## src/rtl/mem_port_arbiter_pkg.sv

```systemverilog
// Shared types and constants for the unified memory port arbiter.
// Grant IDs double as the bit index of each requester in the arbiter request vector.
package mem_port_arbiter_pkg;

   typedef enum logic [1:0] {
      ARB_IDLE    = 2'b00,
      ARB_BUSY_IF = 2'b01,
      ARB_BUSY_DM = 2'b10
   } arb_state_t;

   localparam logic GNT_IF = 1'b0;
   localparam logic GNT_DM = 1'b1;

endpackage

```

## src/rtl/mem_port_arbiter_rr_arb2.sv

```systemverilog
// Combinational two-way round-robin picker: bit 0 is IF, bit 1 is DM.
// On a tie the requester that did not win last time gets the grant.
module rr_arb2
   import mem_port_arbiter_pkg::*;
(
   input  logic [1:0] req,
   input  logic       last,
   output logic [1:0] gnt
);

   // Pick at most one requester, alternating on ties.
   always_comb begin
      gnt = 2'b00;
      case (req)
         2'b01:   gnt = 2'b01;
         2'b10:   gnt = 2'b10;
         2'b11:   gnt = (last == GNT_DM) ? 2'b01 : 2'b10;
         default: gnt = 2'b00;
      endcase
   end

endmodule

```

## src/rtl/mem_port_arbiter.sv

```systemverilog
// Shares one variable-latency memory port between instruction fetch and load/store,
// stalling the control FSM until the granted access is acknowledged.
module mem_port_arbiter
   import mem_port_arbiter_pkg::*;
#(
   parameter int ADDR_W = 32,
   parameter int DATA_W = 32
)(
   input  logic                  clk,
   input  logic                  rst_n,
   input  logic                  if_req,
   input  logic [ADDR_W-1:0]     if_addr,
   output logic [DATA_W-1:0]     if_rdata,
   output logic                  if_done,
   input  logic                  dm_req,
   input  logic                  dm_we,
   input  logic [DATA_W/8-1:0]   dm_be,
   input  logic [ADDR_W-1:0]     dm_addr,
   input  logic [DATA_W-1:0]     dm_wdata,
   output logic [DATA_W-1:0]     dm_rdata,
   output logic                  dm_done,
   output logic                  mem_req,
   output logic                  mem_we,
   output logic [DATA_W/8-1:0]   mem_be,
   output logic [ADDR_W-1:0]     mem_addr,
   output logic [DATA_W-1:0]     mem_wdata,
   input  logic [DATA_W-1:0]     mem_rdata,
   input  logic                  mem_ack,
   output logic                  stall,
   output logic                  err_ack
);

   localparam int BE_W = DATA_W / 8;

   arb_state_t  state_r;
   logic        last_grant_r;
   logic [1:0]  elig_s;
   logic [1:0]  gnt_s;

   // Masking with done keeps a held request from being re-granted in its own done cycle.
   assign elig_s = {dm_req & ~dm_done, if_req & ~if_done};
   assign stall  = elig_s[1] | elig_s[0];

   rr_arb2 u_rr_arb2 (
      .req  (elig_s),
      .last (last_grant_r),
      .gnt  (gnt_s)
   );

   // Arbiter FSM with registered memory-side and requester-side outputs.
   always_ff @(posedge clk or negedge rst_n) begin
      if (!rst_n) begin
         state_r      <= ARB_IDLE;
         last_grant_r <= GNT_DM;
         mem_req      <= 1'b0;
         mem_we       <= 1'b0;
         mem_be       <= {BE_W{1'b0}};
         mem_addr     <= {ADDR_W{1'b0}};
         mem_wdata    <= {DATA_W{1'b0}};
         if_done      <= 1'b0;
         dm_done      <= 1'b0;
         if_rdata     <= {DATA_W{1'b0}};
         dm_rdata     <= {DATA_W{1'b0}};
         err_ack      <= 1'b0;
      end else begin
         if_done <= 1'b0;
         dm_done <= 1'b0;
         if (mem_ack && !mem_req) begin
            err_ack <= 1'b1;
         end
         case (state_r)
            ARB_IDLE: begin
               if (gnt_s[GNT_IF]) begin
                  mem_req      <= 1'b1;
                  mem_we       <= 1'b0;
                  mem_be       <= {BE_W{1'b1}};
                  mem_addr     <= if_addr;
                  mem_wdata    <= {DATA_W{1'b0}};
                  last_grant_r <= GNT_IF;
                  state_r      <= ARB_BUSY_IF;
               end else if (gnt_s[GNT_DM]) begin
                  mem_req      <= 1'b1;
                  mem_we       <= dm_we;
                  mem_be       <= dm_we ? dm_be : {BE_W{1'b1}};
                  mem_addr     <= dm_addr;
                  mem_wdata    <= dm_wdata;
                  last_grant_r <= GNT_DM;
                  state_r      <= ARB_BUSY_DM;
               end
            end
            ARB_BUSY_IF: begin
               if (mem_ack) begin
                  mem_req  <= 1'b0;
                  if_done  <= 1'b1;
                  if_rdata <= mem_rdata;
                  state_r  <= ARB_IDLE;
               end
            end
            ARB_BUSY_DM: begin
               if (mem_ack) begin
                  mem_req <= 1'b0;
                  dm_done <= 1'b1;
                  if (!mem_we) begin
                     dm_rdata <= mem_rdata;
                  end
                  state_r <= ARB_IDLE;
               end
            end
            default: begin
               mem_req <= 1'b0;
               state_r <= ARB_IDLE;
            end
         endcase
      end
   end

endmodule

```

## config.mk

```make
export PLATFORM = sky130hd
export DESIGN_NAME = mem_port_arbiter
export DESIGN_NICKNAME = d
export VERILOG_FILES = /design/src/rtl/mem_port_arbiter_pkg.sv /design/src/rtl/mem_port_arbiter_rr_arb2.sv /design/src/rtl/mem_port_arbiter.sv
export SDC_FILE = /design/constraint.sdc
export NUM_CORES = 1
export LEC_CHECK = 0
export CORE_ASPECT_RATIO = 1.25
export CORE_UTILIZATION = 44
export DETAILED_ROUTE_END_ITERATION = 10
export GPL_TIMING_DRIVEN = 0
export PLACE_DENSITY = 0.85
export SLEW_MARGIN = 20
export SYNTH_ARGS = -nofsm -noshare
export SYNTH_HDL_FRONTEND = slang
export SYNTH_HIERARCHICAL = 1
export SYNTH_SLANG_ARGS = --single-unit
```

## constraint.sdc

```tcl
create_clock -name clk -period 5.1 [get_ports clk]
set_input_delay 0.765 -clock clk [delete_from_list [all_inputs] [get_ports clk]]
set_output_delay 0.765 -clock clk [all_outputs]
set_load 0.01 [all_outputs]
```

# Yosys cells after proc, flatten, opt, wreduce, memory -nomap -nowiden
# Index checks and enable logic that the tools add are counted.
[totals]
word_cells = 57
output_inout_bits = 138
regBits = 140
in_bits = 138
[classes]
mux = 23
eq_ne = 7
bitwise = 6
n_reduce_logical = 9
[ops]
columns = ["op", "count"]
rows = [
  ["$mux 32", 4],
  ["$mux 4", 3],
  ["$mux 1", 9],
  ["$mux 2", 4],
  ["$eq 2x2->1 const B", 3],
  ["$pmux 2 s3", 1],
  ["$reduce_and 2->1", 3],
  ["$eq 2x1->1 const B", 2],
  ["$pmux 2 s2", 1],
  ["$ne 3x3->1 const B", 1],
  ["$not 1->1", 3],
  ["$reduce_and 3->1", 1],
  ["$and 1x1->1", 2],
  ["$logic_not 2->1", 1],
  ["$ne 2x1->1 const B", 1],
  ["$pmux 1 s2", 1],
  ["$reduce_bool 2->1", 1],
  ["$reduce_or 2->1", 1],
  ["$logic_and 1x1->1", 1],
  ["$logic_not 1->1", 1],
  ["$or 1x1->1", 1],
]

# Logic depth before layout (Yosys ltp)
# Gate-level depths: netlist of run 1.
[logic_depth]
word_depth = 7
mapped_depth = 8
ltp_nobuf = 5

# Modules after synthesis
# The synthesis of run 1 kept the hierarchy.
[modules_own_cells]
columns = ["module", "n_inst", "cells_each", "seq_area_each_um2", "area_per_inst_um2"]
rows = [
  ["mem_port_arbiter", 1, 462, 3504.6, 5849.4],
  ["rr_arb2", 1, 3, 0.0, 18.8],
]

# Least setup slack after synthesis of run 1
# Ideal clock, no wire load.
[synth_path]
path_type = "input to register"
startpoint = "in dm_req"
endpoint = "reg mem_wdata[4]"
path_slack_ns = 3.049
path_stages = 7
setup_ns = 0.135
n_path_buf = 2
t_arrival_ns = 1.916
required_ns = 4.965
path_cell_list = "nor2b_1 -> a21boi_0 -> o21ai_2 -> buf_4 -> buf_4 -> nand2_1 -> o21ai_0"
[synth_via]
elab_chain_cells = 5
word_cells_on_any_way = 8
[synth_rtl]
columns = ["item", "line_no", "rtl"]
rows = [
  ["from (decl)", "mem_port_arbiter.sv:15", "input logic dm_req,"],
  ["$and 1x1->1 (*)", "mem_port_arbiter.sv:41", "assign elig_s = {dm_req & ~dm_done, if_req & ~if_done};"],
  ["$eq 2x2->1 / $eq 2x1->1 (equally long branches)", "mem_port_arbiter_rr_arb2.sv:14", "case (req)"],
  ["$pmux 2 s3 (*)", "mem_port_arbiter_rr_arb2.sv:14", ""],
  ["net gnt_s[1]", "mem_port_arbiter.sv:38", "logic [1:0] gnt_s;"],
  ["$reduce_bool 2->1 (no source line) (*)", "-", ""],
  ["$reduce_and 2->1 (no source line) (*)", "-", ""],
  ["to (signal assigned)", "mem_port_arbiter.sv:59", "mem_wdata <= {DATA_W{1'b0}};"],
  ["to (signal assigned)", "mem_port_arbiter.sv:78", "mem_wdata <= {DATA_W{1'b0}};"],
  ["to (signal assigned)", "mem_port_arbiter.sv:86", "mem_wdata <= dm_wdata;"],
  ["to (decl)", "mem_port_arbiter.sv:26", "output logic [DATA_W-1:0] mem_wdata,"],
]
# Mark *: on every way through the listed nets, which the timed path passes. The rest lies on a longest branch.
# A chain may end at the register's enable or synchronous reset.

# Final worst setup path of run 1
[layout_path]
startpoint = "in dm_req"
endpoint = "out stall"
[layout_via]
elab_chain_cells = 2
[layout_rtl]
columns = ["item", "line_no", "rtl"]
rows = [
  ["$and 1x1->1", "mem_port_arbiter.sv:41", ""],
  ["net elig_s[1]", "mem_port_arbiter.sv:37", "logic [1:0] elig_s;"],
  ["$or 1x1->1", "mem_port_arbiter.sv:42", "assign stall = elig_s[1] | elig_s[0];"],
  ["to (decl)", "mem_port_arbiter.sv:29", "output logic stall,"],
]
# The timed path passes the listed nets, and every way through them passes these cells.

==> results of run 1 <==
## sequential cells by signal, indices dropped and copies added (netlist names)
| register | cells |
|---|---|
| dm_rdata | 32 |
| if_rdata | 32 |
| mem_addr | 32 |
| mem_wdata | 32 |
| mem_be | 4 |
| state_r | 2 |
| dm_done | 1 |
| err_ack | 1 |
| if_done | 1 |
| last_grant_r | 1 |
| mem_req | 1 |
| mem_we | 1 |
## area by class of cell
| type | count | area, um2 | share of cell area, % |
|---|---|---|---|
| well taps | 168 | 210.2 | 2.215 |
| clock inverters | 10 | 162.7 | 1.714 |
| flip-flops and latches | 140 | 3505 | 36.93 |
| clock buffers | 22 | 464.2 | 4.891 |
| plain buffers | 29 | 181.4 | 1.912 |
| repair buffers | 276 | 2785 | 29.35 |
| multi-input cells | 290 | 2160 | 22.76 |
| inverters | 6 | 22.52 | 0.2373 |
## layer usage
metal | vias to the layer above | GRT usage (%)
li1 | 2168 | -
met1 | 2326 | 28.60
met2 | 234 | 48.36
met3 | 30 | 7.490
met4 | 0 | 11.66
met5 | - | 0
## through the flow
step           power [mW]  cells  utilization, %
2_1_floorplan       3.110    465               -
3_3_place_gp        4.479    908           68.80
3_5_place_dp        4.608    909           69.06
4_1_cts             5.960    941           73.94
5_1_grt             6.222    941           73.94
6_report            5.912    941           73.94
## Yosys cell counts
master,number,area share [%]
a21boi_0,1,0.13
a21boi_1,1,0.13
a21o_1,1,0.13
a22oi_1,1,0.13
a31oi_1,1,0.11
a32o_1,1,0.17
and2_1,1,0.11
and3b_1,1,0.15
buf_2,10,0.85
buf_4,8,1.0
buf_6,4,0.77
clkbuf_1,7,0.45
dfrtp_1,139,59
dfstp_2,1,0.45
ha_1,4,0.85
inv_1,6,0.38
mux2_2,34,6.5
mux2_4,30,7.7
mux2i_1,32,5.5
nand2_1,68,4.3
nand2b_1,35,3.7
nand4b_1,1,0.15
nor2_1,2,0.13
nor2b_1,2,0.21
o21ai_0,60,5.1
o21ai_1,7,0.60
o21ai_2,1,0.15
o22a_1,4,0.60
o22ai_1,1,0.11
or2_2,1,0.11
## cells by family (layout without fill, tap and decap cells)
group	count (synthesis)	in the layout
AND/OR/NAND/NOR	111	111
multiplexers	96	96
flip-flops	140	140
buffers and inverters	35	343
adder cells (fa/ha/maj)	4	4
AO/OA/AOI/OAI	79	79
## path summary, 6_finish.rpt
path / from / slack [ns] / depth (start not counted) / endpoint
worst max-delay path: dm_req / 2.20 / 4 / stall
worst min-delay path: rst_n / 0.29 / 1 / dm_rdata[8]$_DFFE_PN0P_
worst max register to register: dm_done$_DFF_PN0_ / 2.99 / 7 / mem_wdata[17]$_DFFE_PN0P_
worst min register to register: mem_addr[20]$_DFFE_PN0P_ / 0.48 / 2 / mem_addr[20]$_DFFE_PN0P_
max in group asynchronous: rst_n / 4.05 / 2 / mem_wdata[12]$_DFFE_PN0P_
min in group clk: mem_addr[20]$_DFFE_PN0P_ / 0.48 / 2 / mem_addr[20]$_DFFE_PN0P_
## where the power goes
group / internal (mW) / switching (mW)
logic: 1.53 / 1.13
clock network: 0.845 / 0.462
registers: 1.64 / 0.305
total: 4.01 / 1.90
==> flow_summary.json, run 1 <==
{
  "synth_seq_area_share_pct": 59.72,
  "worst_pin_slew_ns": 0.7109,
  "critical_path_class": "input port to output port",
  "synth_top_family_by_area": "multiplexers",
  "cp_max_fo": 3,
  "drive_gt1_share_pct": 15.52,
  "synth_warnings": 6,
  "met3_length_um": 1193,
  "drv_cap": 0,
  "required_ns": 4.34,
  "vias_per_cell": 5.056,
  "fp.dieArea_mm2": 0.01381,
  "clock_sinks": 140,
  "cts_buffers": 17,
  "overflow": 0,
  "portBuffers": 275,
  "wl_met2_um": 9504,
  "muxShareOfSynthArea_pct": 19.66,
  "design.portCount": 276,
  "start_util_pct": 45.72,
  "dp_slack_ns": 2.115,
  "htree_levels": 4,
  "wire_per_inst_um": 18.77,
  "finalClockSkew_ns": 0.01560,
  "fillers": 857,
  "power_density_mw_per_mm2": 623.0,
  "drtAntennaViolNets": 0,
  "synthXorXnorAreaFrac_pct": 0,
  "cp-start-kind": "input port",
  "finalCritPeriodShare_pct": 56.90,
  "final_common_cell": "clkdlybuf4s50_1",
  "end_kind": "output port",
  "cts_setup_buffers": 0,
  "drc": 0,
  "areaGrowthSynthToFinish_pct": 61.73,
  "clockRootBuffer": "clkbuf_16",
  "cpPeakStageDelay_ns": 0.56,
  "rows": 46,
  "status": "finished clean",
  "grt_pass1_wl_um": 27870,
  "antenna_cells": 0,
  "clock.fmax_mhz": 344.6,
  "finalNetCount": 902,
  "totalWireLength_um": 17660,
  "dr_total_vias": 4758,
  "syn_inst": 465,
  "path_cells": "clkdlybuf4s50_1 > nor2b_1 > or2_2 > clkdlybuf4s50_1",
  "die_w_um": 105.3,
  "cp_slowest_cell": "clkdlybuf4s50_1",
  "ys_seq_elements": 140,
  "path_clk_slew_ns": 0.06,
  "drt_iter0_drc": 102,
  "slew_viol_final": 0,
  "synth_cell_types": 30,
  "hpwl_um": 13240,
  "syn-cell-area_mm2": 0.005868,
  "drt-pass1-iter-count": 5,
  "cts.path.max_buffers": 2,
  "synth-compound-area-share_pct": 7.356,
  "grt_max_degree": 76,
  "synth-simple-area-share_pct": 8.934,
  "gr-usage-all-layers_pct": 26.69,
  "hold_violations": 0,
  "cts_tree": "yes",
  "clock_latency_ns": 0.42,
  "grt_pass1_vias": 5152,
  "post-route-worst-setup-slack_ns": 2.198,
  "cpLargestDelayFamily": "buffers and inverters",
  "rsz0062_at_grt": "false",
  "holdWs_ns": 0.2948,
  "leakagePower_nw": 4.193,
  "worst-path-buf-inv": 2,
  "max_slew_margin_pct": 52.18,
  "tns_ns": 0,
  "die-height_um": 131.1,
  "syn_nets": 607,
  "cts-resized-gates": 0,
  "m1WireLength_um": 6491,
  "synth-adder-area-share_pct": 0.8529,
  "layout_common_cells": "clkdlybuf4s50_1, dfrtp_1, nand2_1",
  "coreArea_mm2": 0.01283,
  "cts_hold_buf": 0,
  "post_dp_cell_area_mm2": 0.008864,
  "worstPathArrival_ns": 2.14,
  "top_layer_used": "met4",
  "finalInstanceArea_mm2": 0.009490,
  "layout_min_cycle_time_ns": 2.902,
  "antenna_found_initial": 0,
  "min_path_type": "input port to async pin",
  "finalWeightedCongestion": 0.8149,
  "avgSynthCellArea_um2": 12.62,
  "setup_viol": 0,
  "peakVddDrop_mv": 0.3305,
  "critPathMostFrequentCell": "clkdlybuf4s50_1"
}
Power figures use the tool's default switching activity.
==> run 2: changes to the inputs <==
--- a/config.mk
+++ b/config.mk
@@ -6,10 +6,10 @@
 export NUM_CORES = 1
 export LEC_CHECK = 0
 export CORE_ASPECT_RATIO = 1.25
-export CORE_UTILIZATION = 44
+export CORE_UTILIZATION = 37
 export DETAILED_ROUTE_END_ITERATION = 10
 export GPL_TIMING_DRIVEN = 0
-export PLACE_DENSITY = 0.85
+export PLACE_DENSITY = 0.76
 export SLEW_MARGIN = 20
 export SYNTH_ARGS = -nofsm -noshare
 export SYNTH_HDL_FRONTEND = slang
==> constraint.sdc (replaced) <==
create_clock -name clk -period 2.61 [get_ports clk]
set_input_delay 0.3915 -clock clk [delete_from_list [all_inputs] [get_ports clk]]
set_output_delay 0.3915 -clock clk [all_outputs]
set_load 0.01 [all_outputs]
==> run 2 against run 1 <==
  * Register-to-register slack worse by 2.6 ns
  * Utilization is 13 points lower
  * Sequential power is 94% higher
==> flow_summary.json, run 2 (synthesis gave the netlist of run 1 again) <==
{
  "cts_buffers": 17,
  "design.portCount": 276,
  "cpPeakStageDelay_ns": 0.60,
  "cpLargestDelayFamily": "compound AO/OA/AOI/OAI gates",
  "die_w_um": 114.6,
  "layout_min_cycle_time_ns": 2.278,
  "max_slew_margin_pct": 54.34,
  "drt_iter0_drc": 180,
  "finalCritPeriodShare_pct": 87.28,
  "clock_sinks": 140,
  "vias_per_cell": 4.726,
  "dr_total_vias": 4660,
  "portBuffers": 275,
  "cts_tree": "yes",
  "cts_setup_buffers": 0,
  "wire_per_inst_um": 17.36,
  "reg2reg_from": "dm_done$_DFF_PN0_",
  "leakagePower_nw": 4.186,
  "combPwrFrac_pct": 45.6,
  "rsz0062_at_grt": "false",
  "slew_viol_final": 0,
  "finalWeightedCongestion": 0.7830,
  "intPower_mw": 7.649,
  "antenna_found_initial": 0,
  "seq_area_mm2": 0.003505,
  "finalClockSkew_ns": 0.01118,
  "cp-startpoint": "dm_req",
  "path_cells": "clkdlybuf4s50_1 > nor2b_1 > a21boi_0 > o21ai_2 > buf_4 > buf_4 > nand2_1 > o21ai_0",
  "rows": 51,
  "grt_pass1_vias": 4870,
  "fillers": 1283,
  "worst-path-buf-inv": 3,
  "clockRootBuffer": "clkbuf_16",
  "power_density_mw_per_mm2": 1190,
  "drtAntennaViolNets": 0,
  "gr-usage-all-layers_pct": 21.21,
  "post-route-worst-setup-slack_ns": 0.3319,
  "cts.path.max_buffers": 2,
  "drv_cap": 0,
  "cts-resized-gates": 0,
  "htree_levels": 4,
  "end_kind": "flop",
  "worstPathArrival_ns": 2.53,
  "finalNetCount": 903,
  "p_sw_mw": 3.678,
  "worst_pin_slew_ns": 0.6788,
  "status": "finished clean",
  "setup_viol": 0,
  "hpwl_um": 13120,
  "min-delay-start": "err_ack$_DFFE_PN0P_",
  "antenna_cells": 0,
  "critical_path_class": "input port to flop",
  "cp_max_fo": 10,
  "grt_pass1_wl_um": 25990,
  "hold_violations": 0,
  "areaGrowthSynthToFinish_pct": 62.24,
  "clock.fmax_mhz": 439.0,
  "cp_slowest_cell": "a21boi_0",
  "p_seq_share_pct": 33.4,
  "layout_common_cells": "clkdlybuf4s50_1, dfrtp_1, nand2_1",
  "min_path_type": "flop to flop",
  "required_ns": 2.86,
  "swShare_pct": 32.47,
  "grt_max_degree": 81,
  "drive_gt1_share_pct": 15.89,
  "critPathMostFrequentCell": "buf_4",
  "die-height_um": 142.8,
  "fp.dieArea_mm2": 0.01637,
  "dp_slack_ns": -0.05927,
  "cp-start-kind": "input port",
  "tns_ns": 0,
  "peakVddDrop_mv": 0.4718,
  "overflow": 0,
  "start_util_pct": 37.69,
  "drc": 0,
  "clock_latency_ns": 0.41,
  "coreArea_mm2": 0.01557,
  "path_clk_slew_ns": 0.06,
  "power_frac_clock_pct": 21.0,
  "final_common_cell": "clkdlybuf4s50_1",
  "multi_input_area_mm2": 0.002160,
  "totalWireLength_um": 17120,
  "drt-pass1-iter-count": 4
}
## run 2: what timing repair did
item / in CTS / in global routing
setup endpoints to repair: 0 / 0
hold buffers: 1 / 0
endpoints found under the hold margin: 60 / 0
## run 2: path summary, 6_finish.rpt
path	end	slack (ns)	depth (start not counted)
worst max-delay path	mem_wdata[8]$_DFFE_PN0P_	0.33	8
worst min-delay path	err_ack$_DFFE_PN0P_	0.46	1
worst max register to register	mem_wdata[8]$_DFFE_PN0P_	0.36	7
worst min register to register	err_ack$_DFFE_PN0P_	0.46	1
max in group asynchronous	mem_addr[28]$_DFFE_PN0P_	1.33	3
min in group asynchronous	dm_rdata[19]$_DFFE_PN0P_	0.51	2
## run 2: routing by layer
layer	vias up	routed length [um]	global-route usage, %
met3	16	1286	6.706
li1	2179	-	-
met1	2245	6564	23.38
met4	0	254	6.972
met5	-	0	0
met2	220	9012	38.37
## run 2: worst register-to-register path, cell delays in order, from the launching register on
cell	delay, ns
dfrtp_1	0.40
nor2b_1	0.25
a21boi_0	0.61
o21ai_2	0.23
buf_4	0.24
buf_4	0.18
nand2_1	0.08
o21ai_0	0.11
## run 2: layout make-up
class,count,share of cell area (%)
multi-input cells,290,22.68
repair buffers,277,29.36
clock buffers,19,4.758
flip-flops and latches,140,36.81
inverters,6,0.2366
clock inverters,13,1.459
plain buffers,29,1.906
well taps,212,2.786
## run 2: metrics by stage
stage          instance area, um2  power (mW)  utilization, %  hold slack, ns  std cells
2_1_floorplan                5868       6.077               -         0.09591        465
3_3_place_gp                 8886       8.789           57.07          0.4411        952
3_5_place_dp                 8919       9.001           57.28          0.3578        953
4_1_cts                      9520       11.45           61.15          0.4581        986
5_1_grt                      9520       11.98           61.15          0.4976        986
6_report                     9520       11.33           61.15          0.4595        986
## run 2: power groups by stage
stage | Sequential (mW) | Combinational (mW) | Clock, mW
global route | 3.89 | 5.56 | 2.53
floorplan | 4.20 | 1.87 | 0
global placement | 3.73 | 5.05 | 0
finish | 3.78 | 5.16 | 2.38
CTS | 3.78 | 5.24 | 2.43
detailed placement | 3.80 | 5.20 | 0
==> run 3: changes to the inputs <==
--- a/config.mk
+++ b/config.mk
@@ -6,8 +6,10 @@
 export NUM_CORES = 1
 export LEC_CHECK = 0
 export CORE_ASPECT_RATIO = 1.25
+export CORE_MARGIN = 3
 export CORE_UTILIZATION = 37
 export DETAILED_ROUTE_END_ITERATION = 10
+export GPL_ROUTABILITY_DRIVEN = 1
 export GPL_TIMING_DRIVEN = 0
 export PLACE_DENSITY = 0.76
 export SLEW_MARGIN = 20
==> run 3 against run 2 <==
  * Cell area up 0.71%
  * Worst hold slack gained 0.014 ns
  * Routed wire length is 2.9% higher
  * Largest power group unchanged
  * Global-route usage fell by 0.50 points
  * Clock power grew 14%
  * Critical path depth unchanged
  * Power is 2.9% higher
  * Combinational power is essentially flat
  * Sequential share of layout area down 0.26 points
  * Critical path type unchanged
  * Maximum frequency up 3.4%
  * First-iteration DRC count up 23%
==> flow_summary.json, run 3 (synthesis gave the netlist of run 1 again) <==
{
  "combPwrFrac_pct": 44.4,
  "swShare_pct": 31.48,
  "die-height_um": 146.8,
  "tns_ns": 0,
  "cpPeakStageDelay_ns": 0.63,
  "required_ns": 2.88,
  "clock_latency_ns": 0.42,
  "post_dp_cell_area_mm2": 0.008914,
  "end_kind": "flop",
  "path_clk_slew_ns": 0.06,
  "p_seq_share_pct": 32.4,
  "totalWireLength_um": 17610,
  "r2r-end": "mem_wdata[4]$_DFFE_PN0P_",
  "layout_min_cycle_time_ns": 2.202,
  "cts_tree": "yes",
  "design.portCount": 276,
  "min_path_type": "flop to flop",
  "setup_viol": 0,
  "fin_cells": 981,
  "clockRootBuffer": "clkbuf_16",
  "cp-startpoint": "dm_req",
  "portBuffers": 275,
  "critPathMostFrequentCell": "buf_4",
  "hold_violations": 0,
  "path_cells": "clkdlybuf4s50_1 > nor2b_1 > a21boi_0 > o21ai_2 > buf_4 > buf_4 > nand2_1 > o21ai_0",
  "final_common_cell": "clkdlybuf4s50_1",
  "intPower_mw": 7.985,
  "slew_viol_final": 0,
  "reg2reg_from": "dm_done$_DFF_PN0_",
  "finalInstanceArea_mm2": 0.009588,
  "wire_per_inst_um": 17.95,
  "dp_slack_ns": -0.04162,
  "drt-pass1-iter-count": 4,
  "clock.fmax_mhz": 454.0,
  "cp-start-kind": "input port",
  "antenna_found_initial": 0,
  "dr_total_vias": 4654,
  "grt_pass1_wl_um": 28370,
  "cts_setup_buffers": 0,
  "total_power_mw": 11.65,
  "dp_cells": 949,
  "finalWeightedCongestion": 0.8275,
  "finalNetCount": 903,
  "drtAntennaViolNets": 0,
  "overflow": 0,
  "reg2reg_slack_ns": 0.48,
  "hold_end": "mem_addr[29]$_DFFE_PN0P_",
  "reg2regPathDepth": 7,
  "finalCritPeriodShare_pct": 84.38,
  "cts.path.max_buffers": 2,
  "htree_levels": 4,
  "areaGrowthSynthToFinish_pct": 63.39,
  "antenna_cells": 0,
  "status": "finished clean",
  "drive_gt1_share_pct": 15.65,
  "drt_iter0_drc": 221,
  "cts_buffers": 17,
  "worst_pin_slew_ns": 0.7312,
  "gr-usage-all-layers_pct": 20.70,
  "drv_cap": 0,
  "grt_pass1_vias": 5116,
  "grt_max_degree": 88,
  "min_path_cells": 2,
  "coreArea_mm2": 0.01526,
  "power_frac_clock_pct": 23.2,
  "rows": 50,
  "cp_slowest_cell": "a21boi_0",
  "peakVddDrop_mv": 0.4695,
  "rsz0062_at_grt": "false",
  "finalClockSkew_ns": 0.01248,
  "holdWs_ns": 0.4738,
  "drc": 0,
  "worstPathArrival_ns": 2.47,
  "post-route-worst-setup-slack_ns": 0.4076,
  "hpwl_um": 13370,
  "fillers": 1240,
  "max_slew_margin_pct": 50.82,
  "power_density_mw_per_mm2": 1215,
  "start_util_pct": 38.44,
  "die_w_um": 118.6,
  "clock_sinks": 140,
  "layout_common_cells": "clkdlybuf4s50_1, dfrtp_1, nand2_1",
  "cp_max_fo": 10,
  "p_sw_mw": 3.668,
  "post-route-util_pct": 62.81,
  "vias_per_cell": 4.744,
  "fp.dieArea_mm2": 0.01742,
  "min-delay-start": "mem_addr[29]$_DFFE_PN0P_",
  "critical_path_class": "input port to flop",
  "leakagePower_nw": 4.220
}
-- run 3: cell type report --
cell class | count | area (um2) | share of cell area (%)
tap | 208 | 260.3 | 2.714
inverter | 6 | 22.52 | 0.2349
sequential | 140 | 3505 | 36.55
buffer | 29 | 181.4 | 1.892
timing repair buffer | 277 | 2795 | 29.15
clock inverter | 9 | 180.2 | 1.879
clock buffer | 22 | 484.2 | 5.050
multi-input combinational | 290 | 2160 | 22.52
-- run 3: metal layers --
layer  up-vias  global-route usage, %  share of wire (%)
li1       2171                      -                  -
met1      2242                  23.62                 39
met2       215                  35.53                 51
met3        26                  7.547                7.8
met4         0                  7.768                2.2
met5         -                      0                  0
-- run 3: worst max-delay path by stage --
| stage | to | slack, ns | cells past startpoint |
|---|---|---|---|
| floorplan | mem_wdata[4]$_DFFE_PN0P_ | 0.93 | 7 |
| global placement | mem_wdata[23]$_DFFE_PN0P_ | -4.24 | 1 |
| detailed placement | mem_addr[17]$_DFFE_PN0P_ | -0.04 | 7 |
| CTS | mem_addr[17]$_DFFE_PN0P_ | 0.39 | 7 |
| global route | mem_wdata[14]$_DFFE_PN0P_ | 0.23 | 8 |
| finish | mem_wdata[4]$_DFFE_PN0P_ | 0.41 | 8 |
-- run 3: power by group through the flow --
stage          Combinational, mW  Clock (mW)  Sequential [mW]
3_3_place_gp                5.10           0             3.74
3_5_place_dp                5.22           0             3.80
4_1_cts                     5.26        2.75             3.78
2_1_floorplan               1.87           0             4.20
6_report                    5.17        2.71             3.78
5_1_grt                     5.58        2.85             3.90
-- run 3: timing repair --
| item | CTS | global route |
|---|---|---|
| hold endpoints to repair | 53 | 0 |
| hold buffers | 1 | 0 |
| resized for setup | 0 | 0 |
-- run 3: critical path, delay by kind of cell --
| family | cells | cell delay [ns] |
|---|---|---|
| compound gates | 3 | 0.93 |
| buf+inv | 3 | 0.87 |
| simple gates | 2 | 0.28 |
